File: config.mk
export PLATFORM = sky130hd
export DESIGN_NAME = psum_accum
export DESIGN_NICKNAME = d
export VERILOG_FILES = /design/src/rtl/psum_accum_pkg.sv /design/src/rtl/psum_sat_add.sv /design/src/rtl/psum_accum.sv
export SDC_FILE = /design/constraint.sdc
export NUM_CORES = 2
export LEC_CHECK = 0
export CORE_AREA = 2 2 415 417
export DETAILED_ROUTE_END_ITERATION = 8
export DIE_AREA = 0 0 417 419
export PLACE_DENSITY = 0.77
export SETUP_SLACK_MARGIN = 0.5
export SLEW_MARGIN = 20
export SYNTH_ARGS = -nofsm -noshare
export SYNTH_HDL_FRONTEND = slang
export SYNTH_SLANG_ARGS = --single-unit
File: constraint.sdc
create_clock -name clk -period 17 [get_ports clk]
set_input_delay 3.4 -clock clk [delete_from_list [all_inputs] [get_ports clk]]
set_output_delay 3.4 -clock clk [all_outputs]
set_load 0.02 [all_outputs]
File: src/rtl/psum_accum_pkg.sv
// Shared types and constants for the partial-sum accumulator.
// Latency: n/a (package only).
// Backpressure: n/a (package only).
//
// Contents: FSM state encoding, saturation bound helpers, counter width helper.
package psum_accum_pkg;

    typedef enum logic [1:0] {
        READ  = 2'd0,
        WAIT  = 2'd1,
        DRAIN = 2'd2,
        DONE  = 2'd3
    } state_t;

    // Largest value representable in a signed field of bw bits.
    function automatic longint sat_max(input int bw);
        return (longint'(1) <<< (bw - 1)) - longint'(1);
    endfunction

    // Smallest value representable in a signed field of bw bits.
    function automatic longint sat_min(input int bw);
        return -(longint'(1) <<< (bw - 1));
    endfunction

    // Index width for a counter over n values; never narrower than one bit.
    function automatic int cnt_bits(input int n);
        return (n > 1) ? $clog2(n) : 1;
    endfunction

endpackage

File: src/rtl/psum_sat_add.sv
// One accumulator lane: sign-extend a partial sum and add it to the running value with saturation.
// Latency: combinational.
// Backpressure: none; the caller decides when the result is written.
//
// Ports:
//   psum  - signed incoming partial sum (psum_bw bits)
//   acc   - signed current accumulator value (acc_bw bits)
//   pass0 - first pass of a tile: result is the sign-extended psum, acc is ignored
//   sum   - signed result (acc_bw bits), clipped to the acc_bw signed range
module psum_sat_add
    import psum_accum_pkg::*;
#(
    parameter int psum_bw = 4,
    parameter int acc_bw  = 16
) (
    input  logic [psum_bw-1:0] psum,
    input  logic [acc_bw-1:0]  acc,
    input  logic               pass0,
    output logic [acc_bw-1:0]  sum
);

    localparam logic [acc_bw-1:0] MAX_V = acc_bw'(sat_max(acc_bw));
    localparam logic [acc_bw-1:0] MIN_V = acc_bw'(sat_min(acc_bw));

    // One guard bit is enough: a psum never exceeds the accumulator range.
    logic [acc_bw:0] psum_x;
    logic [acc_bw:0] acc_x;
    logic [acc_bw:0] raw;

    assign psum_x = {{(acc_bw + 1 - psum_bw){psum[psum_bw-1]}}, psum};
    assign acc_x  = {acc[acc_bw-1], acc};
    assign raw    = acc_x + psum_x;

    always_comb begin
        sum = raw[acc_bw-1:0];
        if (pass0) begin
            sum = psum_x[acc_bw-1:0];
        end else if (raw[acc_bw] != raw[acc_bw-1]) begin
            // Guard bit disagrees with the sign bit: clip toward the true sign.
            sum = raw[acc_bw] ? MIN_V : MAX_V;
        end
    end

endmodule

File: src/rtl/psum_accum.sv
// Accumulates n_pass kernel passes of n_out column vectors from the MAC output FIFO, then drains rows.
// Latency: one pop per RD_LAT+1 cycles; out_valid rises the cycle after the final accumulate.
// Backpressure: out/out_valid hold while out_ready is low; no FIFO pops outside READ.
//
// Optional feature macro: PSUM_ACC_RELU_EN - when defined, negative drained lanes are output as 0.
//
// Ports:
//   clk, reset       - single clock; synchronous active-low reset
//   ofifo_valid      - upstream FIFO non-empty
//   ofifo_rd         - one-cycle pop request (combinational from state and ofifo_valid)
//   in               - popped vector, col lanes of psum_bw bits, valid RD_LAT cycles after ofifo_rd
//   out, out_valid   - finished row (col lanes of acc_bw bits) and its valid
//   out_ready        - downstream accept
//   done             - one-cycle pulse after the last row of a tile is accepted
module psum_accum
    import psum_accum_pkg::*;
#(
    parameter int col     = 8,
    parameter int psum_bw = 4,
    parameter int acc_bw  = 16,
    parameter int n_out   = 16,
    parameter int n_pass  = 9,
    parameter int RD_LAT  = 2
) (
    input  logic                    clk,
    input  logic                    reset,
    input  logic                    ofifo_valid,
    output logic                    ofifo_rd,
    input  logic [psum_bw*col-1:0]  in,
    output logic [acc_bw*col-1:0]   out,
    output logic                    out_valid,
    input  logic                    out_ready,
    output logic                    done
);

    localparam int RW = cnt_bits(n_out);
    localparam int PW = cnt_bits(n_pass);
    localparam int CW = cnt_bits(RD_LAT + 1);

    localparam logic [RW-1:0] R_LAST   = RW'(n_out - 1);
    localparam logic [PW-1:0] P_LAST   = PW'(n_pass - 1);
    localparam logic [CW-1:0] CNT_LOAD = CW'(RD_LAT);
    localparam logic [CW-1:0] CNT_ONE  = CW'(1);

    state_t          state;
    logic [CW-1:0]   wait_cnt;
    logic [RW-1:0]   r;
    logic [RW-1:0]   d;
    logic [PW-1:0]   p;

    // Not reset: pass 0 overwrites every row before it is ever read.
    logic [acc_bw*col-1:0] acc_mem [n_out];
    logic [acc_bw*col-1:0] acc_nxt;
    logic                  acc_we;

    // Reset gates the pop so nothing is requested while the block is held.
    assign ofifo_rd = reset && ofifo_valid && (state == READ);
    assign acc_we   = (state == WAIT) && (wait_cnt == CNT_ONE);

    for (genvar g = 0; g < col; g++) begin : g_lane
        psum_sat_add #(
            .psum_bw (psum_bw),
            .acc_bw  (acc_bw)
        ) u_lane (
            .psum  (in[g*psum_bw +: psum_bw]),
            .acc   (acc_mem[r][g*acc_bw +: acc_bw]),
            .pass0 (p == '0),
            .sum   (acc_nxt[g*acc_bw +: acc_bw])
        );
    end

    // A write landing on a reset edge belongs to a discarded read.
    always_ff @(posedge clk) begin
        if (reset && acc_we) begin
            acc_mem[r] <= acc_nxt;
        end
    end

    always_ff @(posedge clk) begin
        if (!reset) begin
            state     <= READ;
            wait_cnt  <= '0;
            r         <= '0;
            p         <= '0;
            d         <= '0;
            out_valid <= 1'b0;
            done      <= 1'b0;
        end else begin
            done <= 1'b0;
            case (state)
                READ: begin
                    if (ofifo_valid) begin
                        state    <= WAIT;
                        wait_cnt <= CNT_LOAD;
                    end
                end
                WAIT: begin
                    wait_cnt <= wait_cnt - CNT_ONE;
                    if (wait_cnt == CNT_ONE) begin
                        if (r == R_LAST) begin
                            r <= '0;
                            if (p == P_LAST) begin
                                state     <= DRAIN;
                                out_valid <= 1'b1;
                            end else begin
                                p     <= p + 1'b1;
                                state <= READ;
                            end
                        end else begin
                            r     <= r + 1'b1;
                            state <= READ;
                        end
                    end
                end
                DRAIN: begin
                    if (out_ready) begin
                        if (d == R_LAST) begin
                            state     <= DONE;
                            out_valid <= 1'b0;
                            done      <= 1'b1;
                        end else begin
                            d <= d + 1'b1;
                        end
                    end
                end
                DONE: begin
                    r     <= '0;
                    p     <= '0;
                    d     <= '0;
                    state <= READ;
                end
                default: state <= READ;
            endcase
        end
    end

    // Output mux is driven only by registered state (d, out_valid), never by in.
    logic [acc_bw-1:0] lane;

    always_comb begin
        out  = '0;
        lane = '0;
        if (out_valid) begin
            for (int i = 0; i < col; i++) begin
                lane = acc_mem[d][i*acc_bw +: acc_bw];
`ifdef PSUM_ACC_RELU_EN
                if (lane[acc_bw-1]) begin
                    lane = '0;
                end
`endif
                out[i*acc_bw +: acc_bw] = lane;
            end
        end
    end

endmodule

Word level (Yosys, flattened, before mapping):

Memory sizes are Yosys's and may differ from the RTL's. A register that Yosys moved wholly into a read port is not among the register bits.
Cells that the tools add are included.

* add/sub/neg operators: 12
* eq/ne operators: 23
* multiplexer cells: 57
* reductions and logical operators: 17

Operators with widths (count)
* 16-bit 2-to-1 mux: 24
* 16-bit by 4-bit adder with 17-bit output: 8
* 128-bit 2-to-1 mux: 1
* 4-bit 2-to-1 mux: 11
* 4-bit one-hot mux with 2 select lines: 3
* 2-bit 2-to-1 mux: 7
* 4-bit by 1-bit adder with 4-bit output, second input constant: 3
* 4-bit equality test, second input constant: 3
* 2-bit != test, second input constant: 5
* 1-bit 2-to-1 mux: 8
* 1-bit != test: 8
* 2-bit one-hot mux with 4 select lines: 1
* 4-bit AND reduction: 2
* 2-bit nonzero test: 4
* 2-bit by 1-bit != test with 1-bit output, second input constant: 3
* 3-bit AND reduction: 2
* 6-bit AND reduction: 1
* 2-bit by 1-bit equality test with 1-bit output, second input constant: 2
* 2-bit equality test, second input constant: 2
* 1-bit logical AND: 4
* 4-bit logical NOT: 1
* 2-bit one-hot mux with 2 select lines: 1
* 2-bit AND reduction: 2
* 2-bit logical NOT: 1
* 2 further kinds: 2

* register bits: 18
* memory bits (writable): 2048
* input bits: 36
* output and inout bits: 131
* logic and storage cells: 117
* memories kept: 1

Memory list
* acc_mem: words 16, width 128, rd ports 2, clocked after Yosys merged registers in 2, write ports 1, line psum_accum.sv:52 `logic [acc_bw*col-1:0] acc_mem [n_out];`

Longest topological paths before layout:

* depth in word-level cells: 6
* mapped depth: 18

Modules after synthesis:

From an unflattened synthesis, not the netlist that was laid out.

* cell total of the unflattened synthesis: 6750
* area, all modules: 103844.6 µm²

By module, submodules not included
* psum_accum: instances 1, cells an instance 5478, area each 95076.2 µm², sequential area each 62019.5 µm²
* psum_sat_add: instances 8, cells an instance 159, area each 1096.1 µm², sequential area each 0.0 µm²

Worst setup path after synthesis:

OpenSTA, ideal clock, no wires.

* path type: input to register
* from: in reset
* to: mem acc_mem[2][0] (netlist bit), enable pin
* setup time: 0.772 ns
* arrival: 12.397 ns
* required time: 16.228 ns
* slack: 3.831 ns
* cell stages on the path: 4
* path buffers: 0
* cells stage by stage: inv_1 > nor2_1 > nand2_1 > nor3_1

* word-level cells in the longest chain between the ends: 3

RTL lines
* start: declaration: line psum_accum.sv:26 `input logic reset,`
* 1-bit logical AND: line psum_accum.sv:74 `if (reset && acc_we) begin`
* 1-bit 2-to-1 mux: line psum_accum.sv:74
* 1-bit 2-to-1 mux (not written as such): line psum_accum.sv:75 `acc_mem[r] <= acc_nxt;`
* end: declaration: line psum_accum.sv:52

No other way between the ends.

==> impl_metrics.ini <==
[die]
die-height_um = 419
start_util_pct = 59.50
die_w_um = 417
pin_count = 167
num_rows = 152
core_um2 = 170600
dieArea_um2 = 174700

[cts]
numCtsBuffers = 208
ctsHoldBuffers = 0
clockBufferDepth = 3
htreeDepth = 4
cts.root.buffer_cell = clkbuf_16
cts_resized = 0
clkLatencyLatePin_ns = 0.90
cts_tree = done
clk_pin_slew_ns = 0.06
post_cts_buffers = 0
numClockSinks = 2074

[logic_synthesis]
synthArstFlopShare_pct = 0
syn_nets = 5312
ys_seq_area_share_pct = 61.11
syn_avg_cell_area_um2 = 19.78
yosysUniqueCellTypes = 84
synth-edff-count = 2048
synth_flop_cell = edfxtp_1
synth_seq_cells = 2074
mappedNetlistArea_um2 = 101500
syn_inst = 5132
yosys_warnings = 0

[route]
firstDrtPassIters = 6
drc = 0
wire_per_inst_um = 33.54
viasPerCell = 7.324
routed_wl_um = 258500
first_iter_violations = 7194
via_count = 56450
route.antenna.remaining_nets = 0

[power]
p_leak_uw = 0.03387
peakVddDrop_uv = 126.1
p_per_area_nw_per_um2 = 96.74

[global_route]
grt_pass1_wl_um = 383500
track_usage_pct = 30.17
grt_overflow = 0
antenna_found_initial = 9
grt_max_degree = 118
first_global_vias = 58030

[timing]
worst_slack_ns = 8.089
relSlewSlack_pct = 21.99
min_period_ns = 8.911
drv_slew = 0
hold_violations = 0
tightestPinTransition_ns = 1.170
setup_tns_ns = 0
fin_crit_sh_pct = 52.41
rsz0062_at_grt = false
finalSetupViolCount = 0
clock_skew_ns = 0.06004
clock.fmax_mhz = 112.2

[worst_hold_path]
hp-start = wait_cnt[0]$_SDFFE_PN0P_
hold_path_class = flip-flop to flip-flop
holdPathEnd = wait_cnt[0]$_SDFFE_PN0P_
holdPathStages = 1

[critical_path]
crit-reg2reg-capture = acc_mem[0][108]$_DFFE_PP_
critPathKind = flip-flop to primary output
max_stage_delay_ns = 0.92
crit_path_max_fanout = 67
reg2reg_slack_ns = 9.25
critPathCaptureType = primary output
critPathLaunchType = flip-flop
cpLargestDelayFamily = buffers and inverters
slowest_stage = dfxtp_4
reg2reg_depth = 15
critPathBufInv = 3
crit_arrival_ns = 5.51
path_cells = buf_4 -> buf_4 -> mux4_2 -> mux4_2 -> and2_1 -> clkdlybuf4s50_1
required_ns = 13.60

[finish]
syn_to_final_growth_pct = 11.20
n_fill_cell = 10690
fin_nets = 5478
stdcell_area_um2 = 112900
final_common_cell = edfxtp_1
final_layout_size_suffix_gt1_share_pct = 33.38
final_core_util_pct = 66.16
final_cell_mix = edfxtp_1, mux4_2, clkbuf_16

[run_status]
status = complete, no violations

[run]
cap_viol_max_count = 0

[placement]
place_ws_ns = 8.612
place_hpwl_um = 140400
gp_congestion = 0.8728
io_buffers = 166
dpl_cell_area_um2 = 105800
-- state kept, by name, indices dropped and copies added (netlist names), named ones only --
register and flops:
wait_cnt 2, d 4, out_valid 1, state 1
p 4, acc_mem 2048, done 1, r 4
-- per-stage QoR --
stage                     power, uW  hold WS [ns]  instances
after floorplan                6264        0.4436       5132
final                         10920        0.4823       7708
after global routing          11220        0.5147       7708
after detailed placement       6434        0.4693       7314
after global placement         6412        0.4594       7314
after CTS                     10940        0.4780       7699
-- final cells by class --
cell class / count / area, um^2 / share of cell area [%]
Clock inverter: 130 / 1376 / 1.219
Timing Repair Buffer: 303 / 2821 / 2.500
Sequential cell: 2074 / 62050 / 54.98
Inverter: 50 / 187.7 / 0.1663
Clock buffer: 255 / 5403 / 4.787
Tap cell: 2233 / 2794 / 2.476
Multi-Input combinational cell: 2661 / 38220 / 33.87
Antenna cell: 2 / 5.005 / 0.004434
-- where the power goes --
| group | leakage (uW) | switching, uW | internal [uW] |
|---|---|---|---|
| Clock | 0.00329 | 2010 | 2560 |
| Combinational | 0.0120 | 400 | 223 |
| Sequential | 0.0186 | 4.79 | 5720 |
| Total | 0.0339 | 2410 | 8500 |
-- worst max-delay path by stage --
| stage | cells past startpoint | slack [ns] | end |
|---|---|---|---|
| 2_1_floorplan | 4 | 3.83 | acc_mem[2][0]$_DFFE_PP_ |
| 3_3_place_gp | 8 | 8.61 | acc_mem[4][67]$_DFFE_PP_ |
| 3_5_place_dp | 8 | 8.61 | acc_mem[4][67]$_DFFE_PP_ |
| 4_1_cts | 6 | 8.11 | out[110] |
| 5_1_grt | 6 | 8.01 | out[110] |
| 6_report | 6 | 8.09 | out[110] |
-- metal layers --
layer / vias to the layer above / GRT usage (%) / part of all wire [%]
met5: - / 0 / 0.010
met4: 4 / 11.27 / 3.7
met3: 541 / 5.038 / 9.5
met2: 3264 / 49.82 / 51
met1: 30120 / 41.11 / 36
li1: 22520 / - / -
-- Yosys cell counts (17+ instances only) --
library cell	number	area [um^2]
nor2b_1	28	175.2
a21o_1	43	322.8
buf_2	73	365.4
a211oi_1	33	247.7
edfxtp_1	2048	61500
and2_1	136	850.8
clkbuf_1	209	784.5
o21ai_0	96	480.5
nor3_1	36	180.2
a31oi_1	23	143.9
xnor2_1	55	481.7
nand3_1	31	155.2
dfxtp_1	26	520.5
mux4_2	1266	28510
o21a_1	26	195.2
xor2_1	25	219.0
mux2i_1	17	170.2
o211ai_1	17	127.6
nand2_1	139	521.8
buf_1	62	232.7
inv_1	50	187.7
nor2_1	133	499.2
nand2b_1	39	244.0
ha_1	136	1702
a21oi_1	183	915.9
-- cell families after synthesis --
kind of cell,count (synthesis),share of synthesized area (%)
compound gates,536,3.379
buf+inv,397,1.577
fa+ha+maj,144,1.834
simple gates,614,3.104
xor+xnor,81,0.7064
mux,1286,28.29
flops,2074,61.11
(Power assumes the default switching activity.)
